## src/rtl/cpu_ctrl_pkg.sv

```systemverilog
// rtl/cpu_ctrl_pkg.sv - shared state encoding, opcode/alu_sel codes and IR field helpers
package cpu_ctrl_pkg;

  // State encodings
  localparam logic [3:0] S_IDLE = 4'd0;
  localparam logic [3:0] S_T0   = 4'd1;
  localparam logic [3:0] S_T1   = 4'd2;
  localparam logic [3:0] S_T2   = 4'd3;
  localparam logic [3:0] S_T3   = 4'd4;
  localparam logic [3:0] S_T4   = 4'd5;
  localparam logic [3:0] S_T5   = 4'd6;
  localparam logic [3:0] S_T6   = 4'd7;
  localparam logic [3:0] S_HALT = 4'd8;

  typedef enum logic [3:0] {
    ST_IDLE = S_IDLE,
    ST_T0   = S_T0,
    ST_T1   = S_T1,
    ST_T2   = S_T2,
    ST_T3   = S_T3,
    ST_T4   = S_T4,
    ST_T5   = S_T5,
    ST_T6   = S_T6,
    ST_HALT = S_HALT
  } state_t;

  // Opcode values carried in the top OPC_W bits of IR
  localparam int OPC_ADD = 3;
  localparam int OPC_SUB = 4;
  localparam int OPC_AND = 5;
  localparam int OPC_OR  = 6;
  localparam int OPC_SHR = 7;
  localparam int OPC_SHL = 8;
  localparam int OPC_ROR = 9;
  localparam int OPC_ROL = 10;
  localparam int OPC_MUL = 15;
  localparam int OPC_DIV = 16;

  // ALU operation selects; 0 leaves the ALU idle
  localparam logic [3:0] ALU_NONE = 4'd0;
  localparam logic [3:0] ALU_ADD  = 4'd1;
  localparam logic [3:0] ALU_SUB  = 4'd2;
  localparam logic [3:0] ALU_AND  = 4'd3;
  localparam logic [3:0] ALU_OR   = 4'd4;
  localparam logic [3:0] ALU_SHR  = 4'd5;
  localparam logic [3:0] ALU_SHL  = 4'd6;
  localparam logic [3:0] ALU_ROR  = 4'd7;
  localparam logic [3:0] ALU_ROL  = 4'd8;
  localparam logic [3:0] ALU_MUL  = 4'd9;
  localparam logic [3:0] ALU_DIV  = 4'd10;

  // MSB of register field idx (0 = Ra, 1 = Rb, 2 = Rc, 3 = first unused bit)
  function automatic int field_msb(int word_w, int opc_w, int reg_w, int idx);
    return word_w - 1 - opc_w - idx * reg_w;
  endfunction

endpackage

```

## src/rtl/alu_instr_sequencer_if.sv

```systemverilog
// rtl/alu_instr_sequencer_if.sv - sequencer <-> datapath control bundle; MULDIV_EN adds Zhighout/HIin/LOin
interface alu_instr_sequencer_if #(
  parameter int WORD_W = 32,
  parameter int NREG   = 16
);
  logic              Run;
  logic              MemReady;
  logic [WORD_W-1:0] IR;
  logic              PCout, MARin, IncPC, Zin, Zlowout, PCin;
  logic              Read, MDRin, MDRout, IRin, Yin;
  logic [NREG-1:0]   Rin;
  logic [NREG-1:0]   Rout;
  logic [3:0]        alu_sel;
  logic              Done;
  logic              Illegal;
`ifdef MULDIV_EN
  logic              Zhighout, HIin, LOin;

  modport master (
    input  Run, MemReady, IR,
    output PCout, MARin, IncPC, Zin, Zlowout, PCin,
    output Read, MDRin, MDRout, IRin, Yin,
    output Rin, Rout, alu_sel, Done, Illegal,
    output Zhighout, HIin, LOin
  );

  modport slave (
    output Run, MemReady, IR,
    input  PCout, MARin, IncPC, Zin, Zlowout, PCin,
    input  Read, MDRin, MDRout, IRin, Yin,
    input  Rin, Rout, alu_sel, Done, Illegal,
    input  Zhighout, HIin, LOin
  );
`else
  modport master (
    input  Run, MemReady, IR,
    output PCout, MARin, IncPC, Zin, Zlowout, PCin,
    output Read, MDRin, MDRout, IRin, Yin,
    output Rin, Rout, alu_sel, Done, Illegal
  );

  modport slave (
    output Run, MemReady, IR,
    input  PCout, MARin, IncPC, Zin, Zlowout, PCin,
    input  Read, MDRin, MDRout, IRin, Yin,
    input  Rin, Rout, alu_sel, Done, Illegal
  );
`endif
endinterface

```

## src/rtl/instr_decoder.sv

```systemverilog
// rtl/instr_decoder.sv - combinational IR decode: legality, alu_sel, one-hot Ra/Rb/Rc; MULDIV_EN legalises MUL/DIV
module instr_decoder
  import cpu_ctrl_pkg::*;
#(
  parameter int WORD_W = 32,
  parameter int NREG   = 16,
  parameter int REG_W  = $clog2(NREG),
  parameter int OPC_W  = 5
) (
  input  logic [WORD_W-1:0] ir,
  output logic              legal,
`ifdef MULDIV_EN
  output logic              muldiv,
`endif
  output logic [3:0]        alu_sel,
  output logic [NREG-1:0]   ra_oh,
  output logic [NREG-1:0]   rb_oh,
  output logic [NREG-1:0]   rc_oh
);

  localparam int RA_MSB  = field_msb(WORD_W, OPC_W, REG_W, 0);
  localparam int RB_MSB  = field_msb(WORD_W, OPC_W, REG_W, 1);
  localparam int RC_MSB  = field_msb(WORD_W, OPC_W, REG_W, 2);
  localparam int LOW_MSB = field_msb(WORD_W, OPC_W, REG_W, 3);
  localparam logic [REG_W:0] NREG_EXT = (REG_W + 1)'(NREG);

  logic [OPC_W-1:0] opc;
  logic [REG_W-1:0] ra, rb, rc;
  logic             op_ok, is_md;
  logic             ra_ok, rb_ok, rc_ok;
  logic             unused_ir_low;

  assign opc = ir[WORD_W-1 -: OPC_W];
  assign ra  = ir[RA_MSB -: REG_W];
  assign rb  = ir[RB_MSB -: REG_W];
  assign rc  = ir[RC_MSB -: REG_W];
  assign unused_ir_low = ^ir[LOW_MSB:0];

  // Index to one-hot; out-of-range indices give all zeros so Rin/Rout never over-select
  function automatic logic [NREG-1:0] onehot_dec(input logic [REG_W-1:0] idx);
    logic [NREG-1:0] v;
    v = '0;
    for (int i = 0; i < NREG; i++) begin
      if (idx == REG_W'(i)) v[i] = 1'b1;
    end
    return v;
  endfunction

  assign ra_oh = onehot_dec(ra);
  assign rb_oh = onehot_dec(rb);
  assign rc_oh = onehot_dec(rc);

  assign ra_ok = {1'b0, ra} < NREG_EXT;
  assign rb_ok = {1'b0, rb} < NREG_EXT;
  assign rc_ok = {1'b0, rc} < NREG_EXT;

  // Opcode table: recognised opcodes map to their alu_sel, everything else is illegal
  always_comb begin
    alu_sel = ALU_NONE;
    op_ok   = 1'b0;
    is_md   = 1'b0;
    case (opc)
      OPC_W'(OPC_ADD): begin alu_sel = ALU_ADD; op_ok = 1'b1; end
      OPC_W'(OPC_SUB): begin alu_sel = ALU_SUB; op_ok = 1'b1; end
      OPC_W'(OPC_AND): begin alu_sel = ALU_AND; op_ok = 1'b1; end
      OPC_W'(OPC_OR):  begin alu_sel = ALU_OR;  op_ok = 1'b1; end
      OPC_W'(OPC_SHR): begin alu_sel = ALU_SHR; op_ok = 1'b1; end
      OPC_W'(OPC_SHL): begin alu_sel = ALU_SHL; op_ok = 1'b1; end
      OPC_W'(OPC_ROR): begin alu_sel = ALU_ROR; op_ok = 1'b1; end
      OPC_W'(OPC_ROL): begin alu_sel = ALU_ROL; op_ok = 1'b1; end
`ifdef MULDIV_EN
      OPC_W'(OPC_MUL): begin alu_sel = ALU_MUL; op_ok = 1'b1; is_md = 1'b1; end
      OPC_W'(OPC_DIV): begin alu_sel = ALU_DIV; op_ok = 1'b1; is_md = 1'b1; end
`endif
      default: ;
    endcase
  end

  // MUL/DIV write HI/LO rather than a GP register, so Ra does not affect legality
  assign legal = op_ok && rb_ok && rc_ok && (is_md || ra_ok);

`ifdef MULDIV_EN
  assign muldiv = is_md;
`endif

endmodule

```

## src/rtl/alu_instr_sequencer.sv

```systemverilog
// rtl/alu_instr_sequencer.sv - fetch/decode/execute control FSM for reg-reg ALU instructions; MULDIV_EN adds the T6 HI step
module alu_instr_sequencer
  import cpu_ctrl_pkg::*;
#(
  parameter int WORD_W = 32,
  parameter int NREG   = 16,
  parameter int REG_W  = $clog2(NREG),
  parameter int OPC_W  = 5
) (
  input logic                   Clock,
  input logic                   Reset,
  alu_instr_sequencer_if.master bus
);

  state_t          state, next_state;
  logic            t1_wait;
  logic            illegal_q;

  logic            dec_legal;
  logic [3:0]      dec_alu;
  logic [NREG-1:0] ra_oh, rb_oh, rc_oh;
`ifdef MULDIV_EN
  logic            dec_muldiv;
  logic            zhighout, hiin, loin;
`endif

  logic            pcout, marin, incpc, zin, zlowout, pcin;
  logic            read, mdrin, mdrout, irin, yin, done;
  logic [NREG-1:0] rin, rout;
  logic [3:0]      alu;

  instr_decoder #(
    .WORD_W (WORD_W),
    .NREG   (NREG),
    .REG_W  (REG_W),
    .OPC_W  (OPC_W)
  ) u_dec (
    .ir      (bus.IR),
    .legal   (dec_legal),
`ifdef MULDIV_EN
    .muldiv  (dec_muldiv),
`endif
    .alu_sel (dec_alu),
    .ra_oh   (ra_oh),
    .rb_oh   (rb_oh),
    .rc_oh   (rc_oh)
  );

  // State register, T1 wait marker (suppresses the one-shot PC update) and sticky illegal flag
  always_ff @(posedge Clock or posedge Reset) begin
    if (Reset) begin
      state     <= ST_IDLE;
      t1_wait   <= 1'b0;
      illegal_q <= 1'b0;
    end else begin
      state   <= next_state;
      t1_wait <= (state == ST_T1) && !bus.MemReady;
      if (state == ST_T3 && !dec_legal) illegal_q <= 1'b1;
    end
  end

  // Next-state and Moore control decode; every control defaults low
  always_comb begin
    next_state = state;
    pcout   = 1'b0; marin = 1'b0; incpc  = 1'b0; zin  = 1'b0;
    zlowout = 1'b0; pcin  = 1'b0; read   = 1'b0; mdrin = 1'b0;
    mdrout  = 1'b0; irin  = 1'b0; yin    = 1'b0; done = 1'b0;
    rin     = '0;   rout  = '0;   alu    = ALU_NONE;
`ifdef MULDIV_EN
    zhighout = 1'b0; hiin = 1'b0; loin = 1'b0;
`endif
    case (state)
      ST_IDLE: if (bus.Run) next_state = ST_T0;
      ST_T0: begin
        pcout = 1'b1; marin = 1'b1; incpc = 1'b1; zin = 1'b1;
        next_state = ST_T1;
      end
      ST_T1: begin
        read    = 1'b1;
        mdrin   = 1'b1;
        zlowout = !t1_wait;
        pcin    = !t1_wait;
        if (bus.MemReady) next_state = ST_T2;
      end
      ST_T2: begin
        mdrout = 1'b1; irin = 1'b1;
        next_state = ST_T3;
      end
      ST_T3: begin
        if (dec_legal) begin
          rout = rb_oh; yin = 1'b1;
          next_state = ST_T4;
        end else begin
          next_state = ST_HALT;
        end
      end
      ST_T4: begin
        rout = rc_oh; alu = dec_alu; zin = 1'b1;
        next_state = ST_T5;
      end
      ST_T5: begin
        zlowout = 1'b1;
`ifdef MULDIV_EN
        if (dec_muldiv) begin
          loin = 1'b1;
          next_state = ST_T6;
        end else
`endif
        begin
          rin  = ra_oh;
          done = 1'b1;
          next_state = bus.Run ? ST_T0 : ST_IDLE;
        end
      end
`ifdef MULDIV_EN
      ST_T6: begin
        zhighout = 1'b1; hiin = 1'b1; done = 1'b1;
        next_state = bus.Run ? ST_T0 : ST_IDLE;
      end
`endif
      ST_HALT: next_state = ST_HALT;
      default: next_state = ST_IDLE;
    endcase
  end

  assign bus.PCout   = pcout;
  assign bus.MARin   = marin;
  assign bus.IncPC   = incpc;
  assign bus.Zin     = zin;
  assign bus.Zlowout = zlowout;
  assign bus.PCin    = pcin;
  assign bus.Read    = read;
  assign bus.MDRin   = mdrin;
  assign bus.MDRout  = mdrout;
  assign bus.IRin    = irin;
  assign bus.Yin     = yin;
  assign bus.Rin     = rin;
  assign bus.Rout    = rout;
  assign bus.alu_sel = alu;
  assign bus.Done    = done;
  assign bus.Illegal = illegal_q;
`ifdef MULDIV_EN
  assign bus.Zhighout = zhighout;
  assign bus.HIin     = hiin;
  assign bus.LOin     = loin;
`endif

endmodule

```

## src/flat_wrapper.sv

```systemverilog
// flat-port wrapper written by rule: the top's interface ports become plain ports
module alu_instr_sequencer_flat import cpu_ctrl_pkg::*;
#(
  parameter int WORD_W = 32,
  parameter int NREG   = 16,
  parameter int REG_W  = $clog2(NREG),
  parameter int OPC_W  = 5
)
  (Clock, Reset, bus_Run, bus_MemReady, bus_IR, bus_PCout, bus_MARin, bus_IncPC, bus_Zin, bus_Zlowout, bus_PCin, bus_Read, bus_MDRin, bus_MDRout, bus_IRin, bus_Yin, bus_Rin, bus_Rout, bus_alu_sel, bus_Done, bus_Illegal);
  alu_instr_sequencer_if #(.WORD_W(WORD_W), .NREG(NREG)) bus_i ();
  input logic Clock;
  input logic Reset;
  input wire logic [$bits(bus_i.Run)-1:0] bus_Run;
  input wire logic [$bits(bus_i.MemReady)-1:0] bus_MemReady;
  input wire logic [$bits(bus_i.IR)-1:0] bus_IR;
  output wire logic [$bits(bus_i.PCout)-1:0] bus_PCout;
  output wire logic [$bits(bus_i.MARin)-1:0] bus_MARin;
  output wire logic [$bits(bus_i.IncPC)-1:0] bus_IncPC;
  output wire logic [$bits(bus_i.Zin)-1:0] bus_Zin;
  output wire logic [$bits(bus_i.Zlowout)-1:0] bus_Zlowout;
  output wire logic [$bits(bus_i.PCin)-1:0] bus_PCin;
  output wire logic [$bits(bus_i.Read)-1:0] bus_Read;
  output wire logic [$bits(bus_i.MDRin)-1:0] bus_MDRin;
  output wire logic [$bits(bus_i.MDRout)-1:0] bus_MDRout;
  output wire logic [$bits(bus_i.IRin)-1:0] bus_IRin;
  output wire logic [$bits(bus_i.Yin)-1:0] bus_Yin;
  output wire logic [$bits(bus_i.Rin)-1:0] bus_Rin;
  output wire logic [$bits(bus_i.Rout)-1:0] bus_Rout;
  output wire logic [$bits(bus_i.alu_sel)-1:0] bus_alu_sel;
  output wire logic [$bits(bus_i.Done)-1:0] bus_Done;
  output wire logic [$bits(bus_i.Illegal)-1:0] bus_Illegal;
  assign bus_i.Run = bus_Run;
  assign bus_i.MemReady = bus_MemReady;
  assign bus_i.IR = bus_IR;
  assign bus_PCout = bus_i.PCout;
  assign bus_MARin = bus_i.MARin;
  assign bus_IncPC = bus_i.IncPC;
  assign bus_Zin = bus_i.Zin;
  assign bus_Zlowout = bus_i.Zlowout;
  assign bus_PCin = bus_i.PCin;
  assign bus_Read = bus_i.Read;
  assign bus_MDRin = bus_i.MDRin;
  assign bus_MDRout = bus_i.MDRout;
  assign bus_IRin = bus_i.IRin;
  assign bus_Yin = bus_i.Yin;
  assign bus_Rin = bus_i.Rin;
  assign bus_Rout = bus_i.Rout;
  assign bus_alu_sel = bus_i.alu_sel;
  assign bus_Done = bus_i.Done;
  assign bus_Illegal = bus_i.Illegal;
  alu_instr_sequencer #(.WORD_W(WORD_W), .NREG(NREG), .REG_W(REG_W), .OPC_W(OPC_W)) u_core (.Clock(Clock), .Reset(Reset), .bus(bus_i));
endmodule
```

## config.mk

```make
export PLATFORM = sky130hd
export DESIGN_NAME = alu_instr_sequencer_flat
export DESIGN_NICKNAME = d
export VERILOG_FILES = /design/src/rtl/cpu_ctrl_pkg.sv /design/src/rtl/alu_instr_sequencer_if.sv /design/src/rtl/instr_decoder.sv /design/src/rtl/alu_instr_sequencer.sv /design/src/flat_wrapper.sv
export SDC_FILE = /design/constraint.sdc
export NUM_CORES = 1
export LEC_CHECK = 0
export BUFFER_PORTS_ARGS = -buffer_cell sky130_fd_sc_hd__buf_2
export CORE_MARGIN = 3
export CORE_UTILIZATION = 35
export DETAILED_ROUTE_END_ITERATION = 10
export GPL_TIMING_DRIVEN = 1
export PLACE_DENSITY_LB_ADDON = 0.05
export SYNTH_ARGS = -nofsm -noshare
export SYNTH_HDL_FRONTEND = slang
export SYNTH_SLANG_ARGS = --single-unit
```

## constraint.sdc

```tcl
create_clock -name Clock -period 1.7 [get_ports Clock]
set_clock_uncertainty 0.2 [all_clocks]
set_input_delay 0.17 -clock Clock [delete_from_list [all_inputs] [get_ports Clock]]
set_output_delay 0.17 -clock Clock [all_outputs]
set_load 0.005 [all_outputs]
```

==> flow_summary.toml <==
[sta]
post-route-min-period_ps = 2060
maxSlewViolCount = 0
hold_violations = 0
clock.fmax_mhz = 485
tightest_slew_ps = 401
slew_headroom = 0.732
setup_violations = 46
setup_ws_ps = -364
grt_setup_unrepaired = "true"
finalCritPeriodShare = 1.21

[logic_synthesis]
synth_warnings = 0
syn_area_mm2 = 0.00105
synthArstFlopShare = 1.00
synth_edf_count = 0
syn_area_per_cell_um2 = 6.88
yosysSeqAreaShare = 0.143
synth_seq_cells = 6
syn_inst = 153
synth.distinct_cells = 40
syn_nets = 189
synth_flop_cell = "dfrtp_1"

[critical_path]
crit_path_max_fanout = 5
ff2ff_setup_slack_ps = 130
cp.arrival_ps = 1690
cpLargestDelayFamily = "simple AND/OR/NAND/NOR gates"
reg2reg_depth = 6
crit_path_top_delay_cell = "or3b_4"
worstPathRequired_ps = 1330
path_cells = "buf_6 -> and4bb_2 -> or3b_4 -> nor3_2 -> buf_2"
reg2reg_from = "u_core.state[3]"
max_stage_delay_ps = 430
critPathBufInv = 2
r2r-end = "u_core.state[2]"
startpoint_type = "flip-flop"
path_class = "flip-flop to output port"
cp-end-kind = "output port"

[global_route]
grt_max_degree = 21
track_usage = 0.200
grt_pass1_wl_mm = 5.75
grt-ovfl-total = 0
grt_pass1_vias = 1341
antenna_found_initial = 0

[cts]
cts_max_level = 1
path_clk_slew_ps = 50
cts_root_buf = "clkbuf_4"
clock_sinks = 6
insertion_delay_ps = 260
numCtsBuffers = 3
cts_tree = "built"
clk_path_buf_depth = 2

[hold_path]
hp-start = "bus_Run"
hold_end = "u_core.state[0]"
min_delay_path_depth = 3
min_path_type = "input pin to flip-flop"

[layout]
antenna_cells = 0
drive_above_1_share = 0.586
final_cells = 270
post-route-util = 0.653
fin_nets = 277
fin_area_mm2 = 0.00183
syn2layout_area_growth_pct = 74.2

[power]
comb_power_share = 0.726
swShare = 0.435
internal-power_mw = 0.864
power.switching_mw = 0.665
peakVddDrop_mv = 0.408
clockPowerShare = 0.091
leakagePower_nw = 0.848
power.density_mw_per_mm2 = 834
p_seq_frac = 0.182

[detailed_routing]
wl_per_cell_um = 13.6
drt-total-wl_mm = 3.68
ant_nets = 0
drc = 0
vias = 1502
drt_iter0_drc = 47
dr.pass1.iters = 4
viasPerCell = 5.56

[job]
drv_cap = 0

[floorplan]
fp.coreArea_mm2 = 0.00281
initial_core_util = 0.375
die_width_um = 60.8
row_count = 19
dieHeight_um = 60.8
dieArea_mm2 = 0.00370
ioPinCount = 85

[place]
port-buffer-count = 69
hpwl_mm = 2.60
numPlacedInstances = 250
postPlaceCellArea_mm2 = 0.00147
gp_congestion = 0.878

[run_status]
status = "complete, but fails checks"
violations = "negative setup slack"
-- logic make-up (layout without fill, tap and decap cells) --
family | count (synthesis) | after routing | share of synthesized area
DFF | 6 | 6 | 0.143
muxes | 3 | 3 | 0.0297
buffers and inverters | 23 | 109 | 0.124
and+or+nand+nor | 93 | 93 | 0.540
AOI/OAI and AO/OA | 26 | 26 | 0.147
xor gates and xnor gates | 2 | 2 | 0.0166
-- registers in the layout, indices dropped and copies added (netlist names) --
name                cells
u_core.state            4
u_core.t1_wait          1
u_core.bus.Illegal      1
-- power groups by stage --
stage                     clock network (mW)  registers [mW]  logic (mW)
after floorplan                            0           0.224       0.536
after global placement                     0           0.270       0.695
after detailed placement                   0           0.274       0.700
after CTS                              0.141           0.277       0.964
after global routing                   0.150           0.286        1.21
final                                  0.140           0.279        1.11
-- cell usage in the layout (no fill, tap or decap), types with 2 or more instances in the layout --
cell type and count:
nor3_1 2, nand3_2 5, dfrtp_2 2, nand4_1 10
nor2_1 16, buf_4 14, a21oi_1 3, nand3_4 2
mux2i_1 2, dfrtp_1 4, nand2_1 9, a21o_1 2
nor3_2 2, buf_8 2, nand3_1 3, nand4b_1 8
o21ai_2 2, buf_2 69, buf_6 10, nor2_2 5
inv_2 2, o32ai_2 2, o21ai_1 11, nor2b_1 8
nand3b_1 3, or3b_4 2, nand2b_1 2, dlygate4sd3_1 2
nand4bb_1 2, clkbuf_4 3, inv_1 4
-- layer usage --
layer / vias to the layer above / routed length, um / GRT usage
li1: 736 / - / -
met1: 699 / 1580 / 0.254
met2: 61 / 1820 / 0.342
met3: 6 / 247 / 0.0426
met4: 0 / 38 / 0.0495
met5: - / 0 / 0
-- Yosys cell counts, types with 2 or more instances --
cell / number / area share
nand2_1: 9 / 0.032
a21oi_1: 4 / 0.019
nand3b_1: 3 / 0.021
or3b_1: 2 / 0.017
inv_1: 8 / 0.029
nand4b_1: 8 / 0.067
nand3_1: 10 / 0.048
a21o_1: 2 / 0.014
nand2b_1: 3 / 0.018
nor2b_1: 9 / 0.054
buf_2: 2 / 0.0095
o21ai_1: 7 / 0.033
nor3b_1: 2 / 0.014
buf_6: 3 / 0.032
dfrtp_1: 6 / 0.14
o32ai_1: 2 / 0.017
buf_4: 5 / 0.036
nand4bb_1: 2 / 0.021
mux2i_1: 2 / 0.019
o21ai_0: 6 / 0.029
nor3_1: 4 / 0.019
clkbuf_1: 5 / 0.018
nand4_1: 10 / 0.059
nor2_1: 22 / 0.078
nor4_1: 2 / 0.012
-- stage by stage --
step | worst slack (ps) | power, mW | hold slack (ps) | TNS (ps)
6_report | -364 | 1.53 | 69.6 | -10250
3_5_place_dp | -125 | 0.973 | -113 | -688
5_1_grt | -429 | 1.65 | 99.6 | -13430
2_1_floorplan | -16.9 | 0.759 | -239 | -96.0
3_3_place_gp | -102 | 0.965 | -116 | -555
4_1_cts | -356 | 1.38 | 51.5 | -9950
-- tightest hold or removal path, delay by kind of cell --
| family | cells | cell delay, ps |
|---|---|---|
| buffers and inverters | 1 | 90 |
| AO/OA/AOI/OAI | 2 | 210 |
-- worst max path at each step --
stage	from	endpoint	slack, ps	depth (start not counted)
floorplan	u_core.state[1]	bus_Rout[0]	-20	4
global placement	u_core.state[1]	bus_Rout[4]	-100	4
detailed placement	u_core.state[1]	bus_Rout[4]	-120	4
CTS	u_core.state[3]	bus_Rout[4]	-360	4
global route	u_core.state[1]	bus_Rin[0]	-430	5
finish	u_core.state[1]	bus_Rin[0]	-360	5
-- what timing repair did --
| action | in CTS | in global routing |
|---|---|---|
| gates cloned | 0 | 0 |
| endpoints found under the setup margin | 41 | 48 |
| pin swaps | 13 | 7 |
| setup buffers | 10 | 9 |
| gates resized for setup | 39 | 21 |
| endpoints found under the hold margin | 7 | 0 |
| hold buffers | 2 | 0 |
-- area by class of cell --
| type | instances | area, um^2 |
|---|---|---|
| Fill cell | 229 | 972 |
| Clock buffer | 3 | 22.5 |
| Timing Repair Buffer | 98 | 633 |
| Tap cell | 31 | 38.8 |
| Sequential cell | 6 | 153 |
| Multi-Input combinational cell | 124 | 946 |
| Inverter | 8 | 40.0 |
No activity file was read; power rests on OpenSTA's default activity.
